$ cat config.mk
export PLATFORM = sky130hd
export DESIGN_NAME = cycle_term_gen
export DESIGN_NICKNAME = d
export VERILOG_FILES = /design/src/rtl/cycle_term_gen.sv
export SDC_FILE = /design/constraint.sdc
export NUM_CORES = 1
export LEC_CHECK = 0
export ABC_AREA = 0
export BUFFER_PORTS_ARGS = -buffer_cell sky130_fd_sc_hd__buf_2
export CAP_MARGIN = 30
export CORE_AREA = 2 2 40 42
export CTS_BUF_LIST = sky130_fd_sc_hd__clkbuf_4 sky130_fd_sc_hd__clkbuf_8
export CTS_CLUSTER_DIAMETER = 150
export DETAILED_ROUTE_END_ITERATION = 12
export DIE_AREA = 0 0 42 44
export HOLD_SLACK_MARGIN = 0.1
export PLACE_DENSITY = 0.76
export SYNTH_ARGS = -nofsm -noshare
export SYNTH_HDL_FRONTEND = slang
export SYNTH_SLANG_ARGS = --single-unit
$ cat constraint.sdc
create_clock -name nCPUCLK -period 1.6 [get_ports nCPUCLK]
set_clock_uncertainty 0.2 [all_clocks]
set_input_delay 0.16 -clock nCPUCLK [delete_from_list [all_inputs] [get_ports nCPUCLK]]
set_output_delay 0.16 -clock nCPUCLK [all_outputs]
set_load 0.1 [all_outputs]
$ cat src/rtl/cycle_term_gen.sv
// Register-cycle termination generator: per-channel wait states, then REG_DSK_ or external termination.
// Optional bus-error timeout enabled by defining TERM_TIMEOUT_EN.
//
//  state    | meaning
//  ---------+-------------------------------------------------------------
//  IDLE     | no cycle owned; latch lowest active chip select on AS_ low
//  COUNT    | burning the latched channel's wait states
//  TERM     | REG_DSK_ asserted, waiting for AS_ to rise
//  WAIT_EXT | target terminates itself, waiting for AS_ to rise
//  HOLD     | timed out, BERR_ asserted until AS_ rises
module cycle_term_gen #(
  parameter int                      NUM_CH      = 4,
  parameter int                      CNT_W       = 4,
  parameter logic [NUM_CH*CNT_W-1:0] WAIT_STATES = {NUM_CH{CNT_W'(4)}},
  parameter int                      TIMEOUT     = 255
) (
  input  logic              nCPUCLK,
  input  logic              RST,
  input  logic              AS_,
  input  logic [NUM_CH-1:0] SEL_,
  input  logic [NUM_CH-1:0] EXT_TERM,
  output logic              REG_DSK_,
  output logic              BERR_,
  output logic [NUM_CH-1:0] CH_ACTIVE,
  output logic              BUSY
);

  if (NUM_CH < 1 || NUM_CH > 8) begin : g_bad_num_ch
    $error("cycle_term_gen: NUM_CH must be 1..8");
  end
  if (TIMEOUT < 1 || TIMEOUT > 255) begin : g_bad_timeout
    $error("cycle_term_gen: TIMEOUT must be 1..255");
  end

  typedef enum logic [2:0] {
    IDLE     = 3'd0,
    COUNT    = 3'd1,
    TERM     = 3'd2,
    WAIT_EXT = 3'd3,
    HOLD     = 3'd4
  } state_t;

  state_t            state, state_n;
  logic [CNT_W-1:0]  cnt, cnt_n;
  logic [NUM_CH-1:0] ch_n;
  logic [NUM_CH-1:0] sel_oh;
  logic [CNT_W-1:0]  sel_ws;
  logic              sel_any;
  logic              ext_sel;
  logic              abort;
  logic              tmo_hit;

  // Scan from the top down so the lowest-index low select wins.
  always_comb begin
    sel_oh = '0;
    sel_ws = '0;
    for (int i = NUM_CH - 1; i >= 0; i--) begin
      if (!SEL_[i]) begin
        sel_oh    = '0;
        sel_oh[i] = 1'b1;
        sel_ws    = WAIT_STATES[i*CNT_W +: CNT_W];
      end
    end
  end

  assign sel_any = ~&SEL_;
  assign ext_sel = |(EXT_TERM & CH_ACTIVE);
  assign abort   = (state != IDLE) && AS_;

  always_comb begin
    state_n = state;
    cnt_n   = cnt;
    ch_n    = CH_ACTIVE;
    if (abort) begin
      state_n = IDLE;
      cnt_n   = '0;
      ch_n    = '0;
    end else begin
      case (state)
        IDLE: begin
          if (!AS_ && sel_any) begin
            state_n = COUNT;
            cnt_n   = sel_ws;
            ch_n    = sel_oh;
          end
        end
        COUNT: begin
          if (cnt != '0) begin
            cnt_n = cnt - CNT_W'(1);
            if (tmo_hit) state_n = HOLD;
          end else if (!ext_sel) begin
            // Internal termination beats a timeout landing on the same edge.
            state_n = TERM;
          end else begin
            state_n = tmo_hit ? HOLD : WAIT_EXT;
          end
        end
        WAIT_EXT: begin
          if (tmo_hit) state_n = HOLD;
        end
        default: ;
      endcase
    end
  end

  always_ff @(posedge nCPUCLK) begin
    if (RST) begin
      state     <= IDLE;
      cnt       <= '0;
      CH_ACTIVE <= '0;
      REG_DSK_  <= 1'b1;
      BUSY      <= 1'b0;
    end else begin
      state     <= state_n;
      cnt       <= cnt_n;
      CH_ACTIVE <= ch_n;
      REG_DSK_  <= (state_n != TERM);
      BUSY      <= (state_n != IDLE);
    end
  end

`ifdef TERM_TIMEOUT_EN
  localparam logic [7:0] TMO_LIM = 8'(TIMEOUT);

  logic [7:0] tmo, tmo_inc;
  logic       latch, counting;

  assign latch    = (state == IDLE) && !AS_ && sel_any;
  assign counting = ((state == COUNT) || (state == WAIT_EXT)) && !AS_;
  assign tmo_inc  = (tmo == TMO_LIM) ? tmo : tmo + 8'd1;
  assign tmo_hit  = counting && (tmo_inc == TMO_LIM);

  always_ff @(posedge nCPUCLK) begin
    if (RST) begin
      tmo   <= '0;
      BERR_ <= 1'b1;
    end else begin
      if (latch || abort) tmo <= '0;
      else if (counting)  tmo <= tmo_inc;
      BERR_ <= (state_n != HOLD);
    end
  end
`else
  assign tmo_hit = 1'b0;
  assign BERR_   = 1'b1;
`endif

endmodule

**After elaboration in Yosys (flattened, before gate mapping)**

Index checks and enable logic that the tools add are counted.

- Add/sub/neg operators: 1
- Equal/unequal tests: 4
- Muxes and demuxes: 16
- Bitwise operators: 1
- Reduce and logical (&&, ||, !) cells: 14

Operators by type and width:

| operator | count |
|---|---|
| $mux W4 | 8 |
| $mux W3 | 5 |
| $pmux W4 S2 | 1 |
| $pmux W3 S2 | 1 |
| $reduce_bool A3 Y1 | 2 |
| $and A4 B4 Y4 | 1 |
| $ne A2 B2 Y1 const B | 2 |
| $reduce_and A4 Y1 | 1 |
| $reduce_bool A4 Y1 | 1 |
| $reduce_or A4 Y1 | 1 |
| $sub A4 B1 Y4 const B | 1 |
| $eq A3 B1 Y1 const B | 1 |
| $logic_not A3 Y1 | 1 |
| $ne A3 B2 Y1 const B | 1 |
| $reduce_and A3 Y1 | 1 |
| $logic_and A1 B1 Y1 | 2 |
| $logic_not A1 Y1 | 2 |
| $reduce_and A2 Y1 | 1 |
| $reduce_bool A2 Y1 | 1 |
| $reduce_or A2 Y1 | 1 |
| $mux W1 | 1 |

- Register bits: 13
- Output and inout port bits: 7
- Word-level logic and storage cells: 41

**Logic depth before layout (Yosys ltp)**

Gate-level depths: netlist of the first run.

- Depth after elaboration: 7
- Mapped depth: 6

**Worst setup path after synthesis of the first run**

OpenSTA, ideal clock, no wires.

- Kind: flip-flop to flip-flop
- Start point: reg CH_ACTIVE[0]
- End point: reg BUSY
- Setup time: 79 ps
- Arrival: 1714 ps
- Setup slack: -393 ps
- Stages on the path, launching flop included: 5
- Path buffers: 0
- Path through: dfxtp_1 a22o_1 nor2_1 a211o_2 o211ai_1

- Longest elaborated chain between the ends: 7

RTL lines:

| item | line | text |
|---|---|---|
| start: declaration | 24 | `output logic [NUM_CH-1:0] CH_ACTIVE,` |
| start signal: assignment | 116 | `CH_ACTIVE <= ch_n;` |
| $and A4 B4 Y4 | 67 | `assign ext_sel = \|(EXT_TERM & CH_ACTIVE);` |
| $reduce_or A4 Y1 | 67 |  |
| $mux W1 | 91 | `end else if (!ext_sel) begin` |
| $mux W3 | 88 | `if (cnt != '0) begin` |
| $pmux W3 S2 | 79 | `case (state)` |
| $mux W3 | 74 | `if (abort) begin` |
| $reduce_bool A3 Y1 | 118 | `BUSY <= (state_n != IDLE);` |
| end signal: assignment | 118 |  |
| end: declaration | 25 | `output logic BUSY` |

No other way between the ends.
A chain may end at the register's enable or synchronous reset.

**Final worst setup path of the first run**

- Start point: reg state[1]
- End point: reg REG_DSK_

- Longest elaborated chain between the ends: 4
- Elaborated cells between the ends (all ways): 9
- Those cells by class: eq/ne (2); mux (4); reduce/logical (3)

RTL lines:

| item | line | text |
|---|---|---|
| start: declaration | 43 | `state_t state, state_n;` |
| start signal: assignment | 114 | `state <= state_n;` |
| $eq A3 B1 Y1 (tied with other cells) | 79 |  |
| $pmux W3 S2 / $logic_and A1 B1 Y1 (equally long branches) | 79, 68 |  |
| $mux W3 (*) | 74 |  |
| $ne A3 B2 Y1 (*) | 117 | `REG_DSK_ <= (state_n != TERM);` |
| end signal: assignment | 117 |  |
| end: declaration | 22 | `output logic REG_DSK_,` |

Every way passes the cells marked *; elsewhere a longest branch is shown, timed or not.

==> metrics.txt, run 1 <==
GRT Residual Overflow=0; area of the multi-input gates=409 um^2; DR vias=about 700; total nets after synthesis=87; Syn-to-layout area delta=58.8%; DR DRC count=0; Critical Path Source Type=flip-flop; Post-Syn Area=about 640 um^2; all-layer global routing usage=21.4%; Final #Nets=130; sequential cell area fraction in the yosys report=40.8%; CTS buffer count=3; RePlAce Congestion=0.777; Final Critical Period=1.70 ns; Pre-Repair DR Iteration Count=4; Min-Delay Path Class=in2reg; antenna viol nets, final=0; H-tree Lvls=1; Clock Latency Late Sink=0.27 ns; # setup viols final=3; diode count=0; fmax=between 500 and 600 MHz; Hold Path End=CH_ACTIVE[2]; critical path class=reg2reg; CP max-delay cell=or3b_4; outcome=finished with violations; full die area=roughly 1800 um^2; Hold Crit Start=SEL_[1]; DR WL/cell=13.1 um; failing checks=setup timing; Max Slew Vio Count=0; Lkg Pwr=0.467 nW; largest net degree at the start of global routing=8; storage element area=272 um^2; share of layout cells above drive strength 1=53.0%; VDD IR max=0.801 mV; worst stage delay on the critical path=0.41 ns; TritonCTS Sinks=13; clock buffer depth=2; WL met3=a little over 90 um; Post-Route WL=1.74 mm; number of synthesis warnings=0; metal2 WL=842 um; max cap viols=0; Crit Reg-Reg Startpoint=state[1]; Hold Violations, Final=0; Critical R2R Capture=REG_DSK_; Die H=44 um; initial detailed-routing violation count=13; Root Buffer=clkbuf_4; Sum Neg Setup Slack=-0.177 ns; syn_area_per_cell=8.51 um^2; Hold Crit Depth=5; num rows=14; via/cell ratio=5.26; initial antenna violation count=0; synthesis-stage register bit count=13; Initial Utilization=45.0%; Worst-path clk slew=0.08 ns; fin worst setup slack=-0.102 ns; Reg2Reg Depth=4; # port buffers=16; pre-CTS WS=-0.126 ns; dpl hpwl=1.21 mm; vias in the first global route=717; P per Cell Area=998 nW/um^2; CTS tree=built; first-pass GRT wire length=2.98 mm; Final Cycle Share=106%; unrepaired setup endpoints after global routing=true; highest metal used=met4; IO Pins=18; crit path max fanout=6; Die Wd=42 um; met1 wire length=797 um; WP data arrival=1.66 ns; post-synth cell types=32; core area=1420 um^2; fill count=94; Mapped Cells=75; Worst Path Required=1.56 ns; Setup crit end kind=flip-flop; Reg2Reg Setup Slack=-0.10 ns; crit-path cells=or3b_4 -> nor3_4 -> a211o_2 -> or3b_1
[synthesized netlist by cell type, drive strengths merged]
cell type | number | area (um^2)
a21oi | 5 | 25.0
nand2b | 1 | 6.26
o21ai | 4 | 20.0
a2111oi | 1 | 8.76
dfxtp | 13 | 260
or3b | 2 | 20.0
a211o | 1 | 10.0
o211ai | 1 | 7.51
nor4 | 1 | 6.26
nand4 | 1 | 6.26
or3 | 1 | 6.26
or4 | 1 | 8.76
or2 | 1 | 6.26
nand3 | 1 | 5.00
nor3 | 2 | 15.0
nand3b | 1 | 7.51
nor2 | 13 | 56.3
conb | 1 | 3.75
a22o | 2 | 17.5
inv | 4 | 15.0
o2bb2ai | 1 | 8.76
nor3b | 3 | 22.5
nand2 | 6 | 22.5
o21a | 2 | 15.0
buf | 1 | 7.51
ha | 1 | 12.5
mux2i | 1 | 10.0
o2111ai | 2 | 17.5
o31a | 1 | 10.0
[how the worst max path moves through the flow]
| stage | start | to | slack [ns] | cells after the start |
|---|---|---|---|---|
| finish | state[1] | REG_DSK_ | -0.10 | 4 |
| CTS | state[2] | REG_DSK_ | -0.10 | 4 |
| global placement | state[0] | REG_DSK_ | -0.1 | 4 |
| floorplan | state[2] | REG_DSK_ | -0.06 | 4 |
| detailed placement | state[0] | REG_DSK_ | -0.13 | 4 |
| global route | state[1] | REG_DSK_ | -0.16 | 4 |
[where the power goes]
| part | internal [W] | switching (W) |
|---|---|---|
| Sequential | 0.000358 | 0.0000301 |
| Clock | 0.000113 | 0.000102 |
| Combinational | 0.000174 | 0.000235 |
[through the flow]
stage                     hold WS, ns  cells  utilization (%)  power, W  instance area, um^2
after floorplan                0.0246     75                -  0.000620                  651
after global placement          0.201    120             59.8  0.000718                  848
after detailed placement        0.207    120             59.8  0.000726                  848
after CTS                       0.108    132             68.5  0.000981                  972
after global routing            0.139    133             71.4   0.00107                 1010
final                           0.102    133             71.4   0.00101                 1010
[registers in the layout (all words and copies together) (netlist names)]
| register | flops |
|---|---|
| BUSY | 1 |
| REG_DSK_ | 1 |
| state | 3 |
| CH_ACTIVE | 4 |
| cnt | 4 |
[cell families (layout without fill, tap and decap cells)]
family | after synthesis | in the layout | share of synthesized area (%)
buf+inv | 5 | 47 | 3.53
simple gates | 34 | 34 | 29.6
fa+ha+maj | 1 | 1 | 1.96
flops | 13 | 13 | 40.8
compound gates | 20 | 20 | 22.0
mux | 1 | 1 | 1.57
other cells | 1 | 1 | 0.588
[critical path: cells and delay by family, from the launching register on]
family / cells / cell delay (ns)
DFF: 1 / 0.36
and+or+nand+nor: 3 / 0.89
AOI/OAI and AO/OA: 1 / 0.15
[metal layers]
metal,global-route usage (%),vias up
li1,-,356
met1,22.6,317
met2,42.2,24
met3,3.75,2
met4,7.74,0
met5,0,-
[repair_timing]
action                     4_1_cts  5_1_grt
hold buffers                     6        0
setup buffers                    2        1
gates resized for setup          7       10
hold endpoints to repair         8        0
setup endpoints to repair        8       10
[layout make-up]
| type | count | area share, % |
|---|---|---|
| clock buffer | 4 | 2.96 |
| timing repair buffer | 39 | 26.4 |
| tap | 16 | 1.98 |
| sequential | 13 | 26.8 |
| inverter | 4 | 1.48 |
| multi-input combinational | 57 | 40.4 |
[cells in the final DEF, fill, tap and decap left out, types with 3 or more instances in the layout]
cell type      count
a21oi_1            5
dfxtp_2            9
nand2_1            6
buf_4             17
nor2_1            12
clkbuf_4           4
nor3b_2            3
dlygate4sd3_1      6
dfxtp_1            4
buf_2             16
Power figures use the tool's default switching activity.
==> run 2: changes to the inputs <==
- CTS_CLUSTER_DIAMETER: 150 -> not set
- SETUP_SLACK_MARGIN: not set -> 0.1
==> run 2 against run 1 <==
The flow still finishes with violations (setup timing). Total power is 3.7% higher. Sequential power is 1% lower. Sequential cell count stayed put. Utilization is 5.9 points higher. Register-to-register slack worse by 0.02 ns. Combinational power is 7.6% higher. Clock power is 5% higher. Largest power group unchanged.
==> metrics.txt, run 2 (synthesis gave the netlist of run 1 again) <==
outcome=finished with violations; failing checks=setup timing; Reg2Reg Setup Slack=-0.12 ns; top flop regs=CH_ACTIVE x4, cnt x4, state x3; largest net degree at the start of global routing=8; Hold Violations, Final=0; met3 usage=under 10%; logic gate share of total power=a little over two fifths; met2 usage in global routing=39.7%; worst stage delay on the critical path=~0.41 ns; Final Critical Period=1.72 ns; Final #Nets=between 100 and 150; Final Cycle Share=108%; commonest non-fill, non-tap cell in the layout=buf_4; DR WL/cell=13.9 um; fmax=581 MHz; DR vias=roughly 770; DR DRC count=0; RePlAce Congestion=0.768; Max Slew Vio Count=0; Worst-path clk slew=0.09 ns; Die Wd=42 um; TritonCTS Sinks=13; critical path class=reg2reg; CTS buffer count=3; crit-path cells=or3b_4 -> nor3_4 -> a211o_2 -> or3b_1; num rows=14; met1 Use GR=24.7%; post-layout util=between 70 and 80%; Syn-to-layout area delta=72.0%; CP max-delay cell=or3b_4; Clock Latency Late Sink=0.28 ns; Top Usage Layer GRT=met2; GRT Residual Overflow=0; all-layer global routing usage=between 20% and 30%; antenna viol nets, final=0; VDD IR max=0.716 mV; Pre-Repair DR Iteration Count=4; clock buffer depth=2; initial detailed-routing violation count=16; full die area=roughly 1800 um^2; first-pass GRT wire length=between 3 and 4 mm; # setup viols final=6; max cap viols=0; vias in the first global route=roughly 750; H-tree Lvls=1; Initial Utilization=~45%; crit path max fanout=4; Lkg Pwr=0.510 nW; Root Buffer=clkbuf_4; commonest non-fill, non-tap cells in the layout=buf_4 (20), buf_2 (16), nor2_1 (12); WP data arrival=1.67 ns; Pint=0.000658 W; CTS tree=built; IO Pins=18; Post-Route WL=1.92 mm; Setup crit end kind=flip-flop; dpl hpwl=1.19 mm; Die H=44 um; initial antenna violation count=0; core area=1420 um^2; power share of the clock group=21.4%; Critical Path Source Type=flip-flop; fin worst setup slack=-0.121 ns; diode count=0; unrepaired setup endpoints after global routing=true; Worst Path Required=1.55 ns; pre-CTS WS=-0.107 ns; P_sw=0.000391 W; via/cell ratio=5.55; switch share=37.3%; Sequential Power Share=36.7%; P per Cell Area=between 900 and 1000 nW/um^2; # port buffers=16; Min-Delay Path Class=in2reg; share of layout cells above drive strength 1=57.4%
==> run 2: cell types whose count changed in the layout (fill, tap and decap cells not counted), moves of 2 or more <==
cell	delta
dfxtp_4	+5
buf_6	+2
buf_4	+3
dfxtp_2	-5
==> run 2: critical path: cells and delay by family (launching register included) <==
kind	cells	cell delay [ns]
AND/OR/NAND/NOR	3	0.88
flip-flops	1	0.37
AO/OA/AOI/OAI	1	0.16
==> run 2: per-stage QoR <==
stage	setup TNS, ns	area (um^2)	hold slack [ns]	std cells	total power (W)
6_report	-0.243	1100	0.174	138	0.00105
2_1_floorplan	-0.0972	661	0.0246	75	0.000616
4_1_cts	-0.442	1010	0.156	133	0.000994
3_3_place_gp	-0.291	858	0.198	120	0.000714
5_1_grt	-0.788	1100	0.188	138	0.00110
3_5_place_dp	-0.546	858	0.202	120	0.000723
==> run 2: metal layers <==
metal | vias up | routed length, um
met4 | 0 | 63
li1 | 367 | -
met3 | 10 | 125
met5 | - | 0
met1 | 350 | 824
met2 | 39 | 910
==> run 2: timing repair <==
| item | CTS | global route |
|---|---|---|
| endpoints found under the setup margin | 12 | 13 |
| hold buffers | 6 | 0 |
| endpoints found under the hold margin | 8 | 0 |
| pin swaps | 1 | 2 |
| buffers inserted | 3 | 5 |
| resized for setup | 13 | 14 |
==> run 2: worst paths after layout <==
| path | startpoint | to | cells past startpoint |
|---|---|---|---|
| setup / recovery | state[0] | REG_DSK_ | 4 |
| setup reg to reg | state[0] | REG_DSK_ | 4 |
| hold reg to reg | cnt[2] | cnt[2] | 2 |
| hold / removal | AS_ | CH_ACTIVE[2] | 5 |
==> run 2: layout make-up <==
cell class	count	area (um^2)
Multi-Input combinational cell	57	435
Fill cell	88	322
Timing Repair Buffer	44	313
Sequential cell	13	284
Clock buffer	4	30.0
Tap cell	16	20.0
Inverter	4	15.0
==> run 2: power groups by stage <==
stage / Sequential (W) / Combinational, W / Clock [W]
after detailed placement: 0.000384 / 0.000339 / 0
after global placement: 0.000382 / 0.000332 / 0
after floorplan: 0.000474 / 0.000142 / 0
after global routing: 0.000389 / 0.000465 / 0.000246
final: 0.000384 / 0.000440 / 0.000225
after CTS: 0.000381 / 0.000393 / 0.000219
